**config.mk**
```make
export PLATFORM = sky130hd
export DESIGN_NAME = counter_24
export DESIGN_NICKNAME = d
export VERILOG_FILES = /design/src/rtl/counter_24.sv
export SDC_FILE = /design/constraint.sdc
export NUM_CORES = 1
export LEC_CHECK = 0
export BUFFER_PORTS_ARGS = -buffer_cell sky130_fd_sc_hd__clkbuf_2
export CAP_MARGIN = 20
export CORE_AREA = 2 2 39 41
export CTS_CLUSTER_SIZE = 20
export DETAILED_ROUTE_END_ITERATION = 12
export DIE_AREA = 0 0 41 43
export PLACE_DENSITY = 0.71
export SYNTH_ARGS = -nofsm -noshare
export SYNTH_HDL_FRONTEND = slang
export SYNTH_SLANG_ARGS = --single-unit
```
**constraint.sdc**
```tcl
create_clock -name clk -period 2 [get_ports clk]
set_clock_uncertainty 0.15 [all_clocks]
set_input_delay 0.1 -clock clk [delete_from_list [all_inputs] [get_ports clk]]
set_output_delay 0.1 -clock clk [all_outputs]
set_load 0.05 [all_outputs]
```
**src/rtl/counter_24.sv**
```systemverilog
// Two-digit BCD hours counter (00..23) with synchronous preset and rollover flag.
// Define COUNTER24_LOAD_CHECK_EN to reject preset values that are not a legal hour.
module counter_24 (
  input  logic       clk,
  input  logic       rst,
  input  logic       load,
  input  logic       en,
  input  logic [7:0] data_in,
  output logic [7:0] data_out,
  output logic       co
);

  logic [3:0] tens;
  logic [3:0] units;
  logic       cur_valid;
  logic       load_ok;
  logic [7:0] inc_value;

  assign tens  = data_out[7:4];
  assign units = data_out[3:0];

  // Any corrupt value (bad units digit or past 23) recovers to midnight on increment.
  assign cur_valid = (units <= 4'd9) && (data_out <= 8'h23);

  always_comb begin
    inc_value = 8'h00;
    if (!cur_valid || data_out == 8'h23) begin
      inc_value = 8'h00;
    end else if (units == 4'd9) begin
      inc_value = {tens + 4'd1, 4'd0};
    end else begin
      inc_value = {tens, units + 4'd1};
    end
  end

`ifdef COUNTER24_LOAD_CHECK_EN
  assign load_ok = (data_in[3:0] <= 4'd9) && (data_in[7:4] <= 4'd2) && (data_in <= 8'h23);
`else
  assign load_ok = 1'b1;
`endif

  // A rejected load still owns the cycle, so the enable is ignored as well.
  always_ff @(posedge clk) begin
    if (rst) begin
      data_out <= 8'h00;
    end else if (load) begin
      if (load_ok) begin
        data_out <= data_in;
      end
    end else if (en) begin
      data_out <= inc_value;
    end
  end

  assign co = en && !rst && (data_out == 8'h23);

endmodule

```
==> results.sh, run 1 <==
export IMPL_drt_wl_total_um=1420
export IMPL_synthCells=69
export IMPL_crit_fanout=2
export IMPL_synthTopCellsByArea="dfxtp_1 31%, a21oi_1 7.8%, a22oi_1 5.8%, nor3b_1 5.8%, ha_1 4.9%"
export IMPL_synth_edf_count=0
export IMPL_ir_drop_uv=411
export IMPL_rsz0062_at_grt="true"
export IMPL_syn_mean_instance_area_um2=7.47
export IMPL_num_rows=14
export IMPL_nNetsFinal=111
export IMPL_cts_setup_buffers=0
export IMPL_core_area_mm2=0.00138
export IMPL_die_w_um=41
export IMPL_m1WireLength_um=615
export IMPL_die_h_um=43
export IMPL_postRouteAntennaNets=0
export IMPL_yosysTopAreaCell="dfxtp_1"
export IMPL_synth_async_sr_flop_share=0
export IMPL_violations="setup timing"
export IMPL_synth_top_area_frac=0.311
export IMPL_worstPathRequired_ns=1.75
export IMPL_dieArea_mm2=0.00176
export IMPL_drtIter0Drc=5
export IMPL_gr_total_overflow=0
export IMPL_hpwl_um=973
export IMPL_drc_errors=0
export IMPL_ff_latch_area_um2=170
export IMPL_synth_nets=83
export IMPL_clock_root_buffer="clkbuf_4"
export IMPL_synth_seq_cells=8
export IMPL_syn_area_um2=515
export IMPL_setup_viol=1
export IMPL_nFillCells=131
export IMPL_numCtsBuffers=3
export IMPL_wl_met3_um=74
export IMPL_synth_commonest_cells="8 x a21oi_1, 8 x dfxtp_1"
export IMPL_fin_area_um2=759
export IMPL_setup_worst_path_start_class="flip-flop"
export IMPL_cts_sinks=8
export IMPL_tightest_slew_ns=0.493
export IMPL_ios=21
export IMPL_track_usage=0.184
export IMPL_min_path_type="in2reg"
export IMPL_synthFlopType="dfxtp_1"
export IMPL_route_met2_wl_um=730
export IMPL_synth_cell_types=22
export IMPL_grt_max_degree=15
export IMPL_grt_pass1_vias=497
export IMPL_status="finished, violations left"
export IMPL_antenna_cells=0
export IMPL_first_pass_iters=4
export IMPL_p_leak_nw=0.319
export IMPL_io_buffers=20
export IMPL_syn_to_final_growth_pct=47.3
export IMPL_endpoint_kind="primary output"
export IMPL_maxUsedRoutingLayer="met3"
export IMPL_drive_above_1_share=0.365
export IMPL_cts_tree="done"
export IMPL_fin_ws_ns=-0.215
export IMPL_largest_reg_flops=8
export IMPL_timing_fmax_mhz=452
export IMPL_post_drt_wl_per_cell_um=12.7
export IMPL_avgViaCountPerCell=5.31
export IMPL_ys_seq_area_frac=0.311
export IMPL_reg_top3="data_out x8"
export IMPL_start_util=0.373
export IMPL_grt_pass1_wl_um=2190
export IMPL_yosysWarnings=0
export IMPL_dpl_cell_area_um2=671
export IMPL_clock_latency_ns=0.26
export IMPL_cap_violations=0
export IMPL_critPathKind="reg2out"
export IMPL_min_period_over_period=1.11
export IMPL_vias=595
export IMPL_gp_congestion=0.747
export IMPL_max_flop_register="data_out"
export IMPL_critPathArrivalTime_ns=1.96
export IMPL_setup_tns_ns=-0.215
export IMPL_cts_htree_levels=1
export IMPL_fin_crit_ns=2.21
export IMPL_clk_pin_slew_ns=0.06
export IMPL_multiInputGateArea_um2=347
export IMPL_power_density_mw_per_mm2=663
export IMPL_hold_viol_final=0
export IMPL_slew_headroom=0.667
export IMPL_antenna_found_initial=0
export IMPL_cts_path_max_buffers=2
export IMPL_drv_slew=0
## metrics by stage
stage	total power [mW]	utilization	worst slack (ns)	instances	hold slack, ns
2_1_floorplan	0.309	-	-0.126	69	0.0907
3_3_place_gp	0.354	0.485	-0.00669	103	0.190
3_5_place_dp	0.355	0.485	-0.0531	103	0.194
4_1_cts	0.508	0.546	-0.245	112	0.0111
5_1_grt	0.533	0.549	-0.264	112	0.0267
6_report	0.503	0.549	-0.215	112	0.0164
## critical path, cell delays in order (launching register included)
cell     delay, ns
dfxtp_4       0.35
inv_4         0.06
ha_4          0.11
or3b_4        0.36
or4_4         0.44
nor3b_4       0.21
buf_8         0.17
## power breakdown
part	switching (mW)	leakage [nW]	internal (mW)	total (mW)
combinational	0.103	0.236	0.0652	0.168
sequential	0.0199	0.0680	0.176	0.195
clock	0.0630	0.0150	0.0769	0.140
## cell usage in the layout (no fill, tap or decap), types with 2 or more instances in the layout
| cell | instances |
|---|---|
| a21oi_1 | 8 |
| a22oi_1 | 4 |
| buf_4 | 2 |
| clkbuf_2 | 19 |
| clkbuf_4 | 3 |
| dfxtp_1 | 4 |
| dfxtp_2 | 2 |
| dfxtp_4 | 2 |
| dlygate4sd3_1 | 5 |
| inv_1 | 4 |
| nand2_1 | 5 |
| nand3_1 | 3 |
| nor2_1 | 5 |
| nor3_1 | 2 |
| nor3b_1 | 4 |
| o21ai_0 | 5 |
| o22ai_1 | 4 |
## path summary, 6_finish.rpt
| path | depth (start not counted) | endpoint | slack, ns | startpoint |
|---|---|---|---|---|
| worst min register to register | 1 | data_out[0]$_SDFFE_PP0P_ | 0.35 | data_out[0]$_SDFFE_PP0P_ |
| worst max register to register | 6 | data_out[3]$_SDFFE_PP0P_ | 0.12 | data_out[4]$_SDFFE_PP0P_ |
| worst max-delay path | 6 | co | -0.21 | data_out[4]$_SDFFE_PP0P_ |
| worst min-delay path | 3 | data_out[0]$_SDFFE_PP0P_ | 0.02 | data_in[0] |
## per-layer routing
metal | vias to the layer above | track usage
li1 | 306 | -
met1 | 273 | 0.221
met2 | 16 | 0.294
met3 | 0 | 0.0785
met4 | 0 | 0.0400
met5 | - | 0
## timing repair
| action | CTS | global route |
|---|---|---|
| endpoints found under the hold margin | 5 | 0 |
| setup endpoints to repair | 1 | 1 |
| gates resized for setup | 2 | 2 |
| hold buffers | 5 | 0 |
| pin swaps | 1 | 0 |
## logic make-up after synthesis
family / count (synthesis) / share of synthesized area
buffers and inverters: 9 / 0.0655
AOI/OAI and AO/OA: 23 / 0.265
and+or+nand+nor: 27 / 0.311
DFF: 8 / 0.311
adders and majority gates: 2 / 0.0485
## area by class of cell
cell class / instances / share of cell area
timing repair buffer: 27 / 0.231
inverter: 5 / 0.0280
multi-input combinational: 52 / 0.456
sequential: 8 / 0.224
clock buffer: 4 / 0.0346
tap: 16 / 0.0264
(Power assumes the default switching activity.)
==> inputs of run 2 (changes only) <==
Clock period 2 ns to 2.9 ns, I/O delays scaled along.
==> run 2 against run 1 <==
  * Highest routed layer is now met4
  * Critical path type unchanged
  * The run now ends clean
  * Via count decreased by 2.5%
  * Combinational power down 42%
  * Flip-flop and latch count did not move
  * Worst hold slack improved by 0.0039 ns
  * Register-to-register slack better by 1.0 ns
==> results.sh, run 2 (synthesis results as in run 1) <==
export IMPL_cap_violations=0
export IMPL_reg_top3="data_out x8"
export IMPL_num_rows=14
export IMPL_final_common_cell="clkbuf_2"
export IMPL_status="complete, no violations"
export IMPL_place_inst=101
export IMPL_setup_worst_path_start_class="flip-flop"
export IMPL_tightest_slew_ns=0.511
export IMPL_critPathKind="reg2out"
export IMPL_min_path_cells=3
export IMPL_fin_util=0.479
export IMPL_reg2regPathDepth=6
export IMPL_cts_htree_levels=1
export IMPL_fin_crit_ns=2.38
export IMPL_stdcell_count=106
export IMPL_postRouteAntennaNets=0
export IMPL_io_buffers=20
export IMPL_endpoint_kind="primary output"
export IMPL_setup_tns_ns=0
export IMPL_ir_drop_uv=226
export IMPL_die_h_um=43
export IMPL_avgViaCountPerCell=5.47
export IMPL_rsz0062_at_grt="false"
export IMPL_min_period_over_period=0.821
export IMPL_fin_area_um2=663
export IMPL_crit_fanout=4
export IMPL_dpl_cell_area_um2=621
export IMPL_grt_pass1_vias=497
export IMPL_worstPathRequired_ns=2.61
export IMPL_hp_start="data_in[3]"
export IMPL_timing_fmax_mhz=420
export IMPL_cts_hold_buf=2
export IMPL_drive_above_1_share=0.278
export IMPL_p_leak_nw=0.281
export IMPL_setup_viol=0
export IMPL_grt_max_degree=15
export IMPL_first_pass_iters=4
export IMPL_post_cts_resized=0
export IMPL_dieArea_mm2=0.00176
export IMPL_worstHoldEndpoint="data_out[3]$_SDFFE_PP0P_"
export IMPL_post_drt_wl_per_cell_um=12.0
export IMPL_antenna_found_initial=0
export IMPL_ff_latch_area_um2=160
export IMPL_syn_to_final_growth_pct=28.6
export IMPL_core_area_mm2=0.00138
export IMPL_numCtsBuffers=3
export IMPL_clk_pin_slew_ns=0.05
export IMPL_nNetsFinal=106
export IMPL_clock_root_buffer="clkbuf_4"
export IMPL_hpwl_um=917
export IMPL_reg2reg_from="data_out[4]$_SDFFE_PP0P_"
export IMPL_grt_pass1_wl_um=2070
export IMPL_cts_sinks=8
export IMPL_r2r_end="data_out[4]$_SDFFE_PP0P_"
export IMPL_drc_errors=0
export IMPL_ios=21
export IMPL_hold_viol_final=0
export IMPL_track_usage=0.170
export IMPL_clock_latency_ns=0.25
export IMPL_die_w_um=41
export IMPL_power_density_mw_per_mm2=478
export IMPL_slew_headroom=0.655
export IMPL_vias=580
export IMPL_drtIter0Drc=15
export IMPL_antenna_cells=0
export IMPL_final_cell_mix="20 x clkbuf_2, 8 x a21oi_1, 8 x dfxtp_1"
export IMPL_cts_path_max_buffers=2
export IMPL_cts_tree="done"
export IMPL_worst_r2r_setup_slack_ns=1.16
export IMPL_start_util=0.373
export IMPL_max_flop_register="data_out"
export IMPL_nFillCells=139
export IMPL_largest_reg_flops=8
export IMPL_drt_wl_total_um=1270
export IMPL_critPathArrivalTime_ns=2.09
export IMPL_cts_setup_buffers=0
export IMPL_gp_congestion=0.764
export IMPL_gr_total_overflow=0
export IMPL_min_path_type="in2reg"
export IMPL_drv_slew=0
export IMPL_multiInputGateArea_um2=322
[run 2: per-stage QoR]
| step | hold slack (ns) | setup WS (ns) | power [mW] |
|---|---|---|---|
| 3_3_place_gp | 0.219 | 0.796 | 0.230 |
| 6_report | 0.0203 | 0.519 | 0.317 |
| 5_1_grt | 0.0447 | 0.430 | 0.340 |
| 3_5_place_dp | 0.230 | 0.786 | 0.231 |
| 2_1_floorplan | 0.136 | 0.225 | 0.206 |
| 4_1_cts | 0.0196 | 0.507 | 0.321 |
[run 2: final cells by class]
type / count / share of cell area
clock buffers: 3 / 0.0340
repair buffers: 22 / 0.181
well taps: 16 / 0.0302
flip-flops and latches: 8 / 0.242
inverters: 5 / 0.0283
multi-input cells: 52 / 0.485
[run 2: worst max-delay path by stage]
stage	slack [ns]	to	cells past startpoint	from
3_3_place_gp	0.80	co	6	data_out[4]$_SDFFE_PP0P_
4_1_cts	0.51	co	6	data_out[4]$_SDFFE_PP0P_
6_report	0.52	co	6	data_out[4]$_SDFFE_PP0P_
3_5_place_dp	0.79	co	6	data_out[4]$_SDFFE_PP0P_
5_1_grt	0.43	co	6	data_out[4]$_SDFFE_PP0P_
2_1_floorplan	0.22	co	4	data_out[5]$_SDFFE_PP0P_
[run 2: worst max-delay path, cell delays in order (launching register included)]
cell and delay [ns]:
dfxtp_1 0.33, inv_1 0.08, ha_1 0.13, or3b_1 0.35
or4_1 0.49, nor3b_2 0.16, clkbuf_2 0.29
[run 2: layer usage]
| layer | GRT usage | routed length (um) | up-vias | share of wire |
|---|---|---|---|---|
| li1 | - | - | 294 | - |
| met1 | 0.214 | 573 | 267 | 0.45 |
| met2 | 0.253 | 625 | 17 | 0.49 |
| met3 | 0.0524 | 60 | 2 | 0.047 |
| met4 | 0.0800 | 9 | 0 | 0.0071 |
| met5 | 0 | 0 | - | 0 |
[run 2: power breakdown]
| group | internal (mW) | leakage, nW | switching [mW] |
|---|---|---|---|
| clock network | 0.0474 | 0.0138 | 0.0386 |
| registers | 0.120 | 0.0662 | 0.0137 |
| logic | 0.0334 | 0.201 | 0.0643 |
| total | 0.200 | 0.281 | 0.117 |
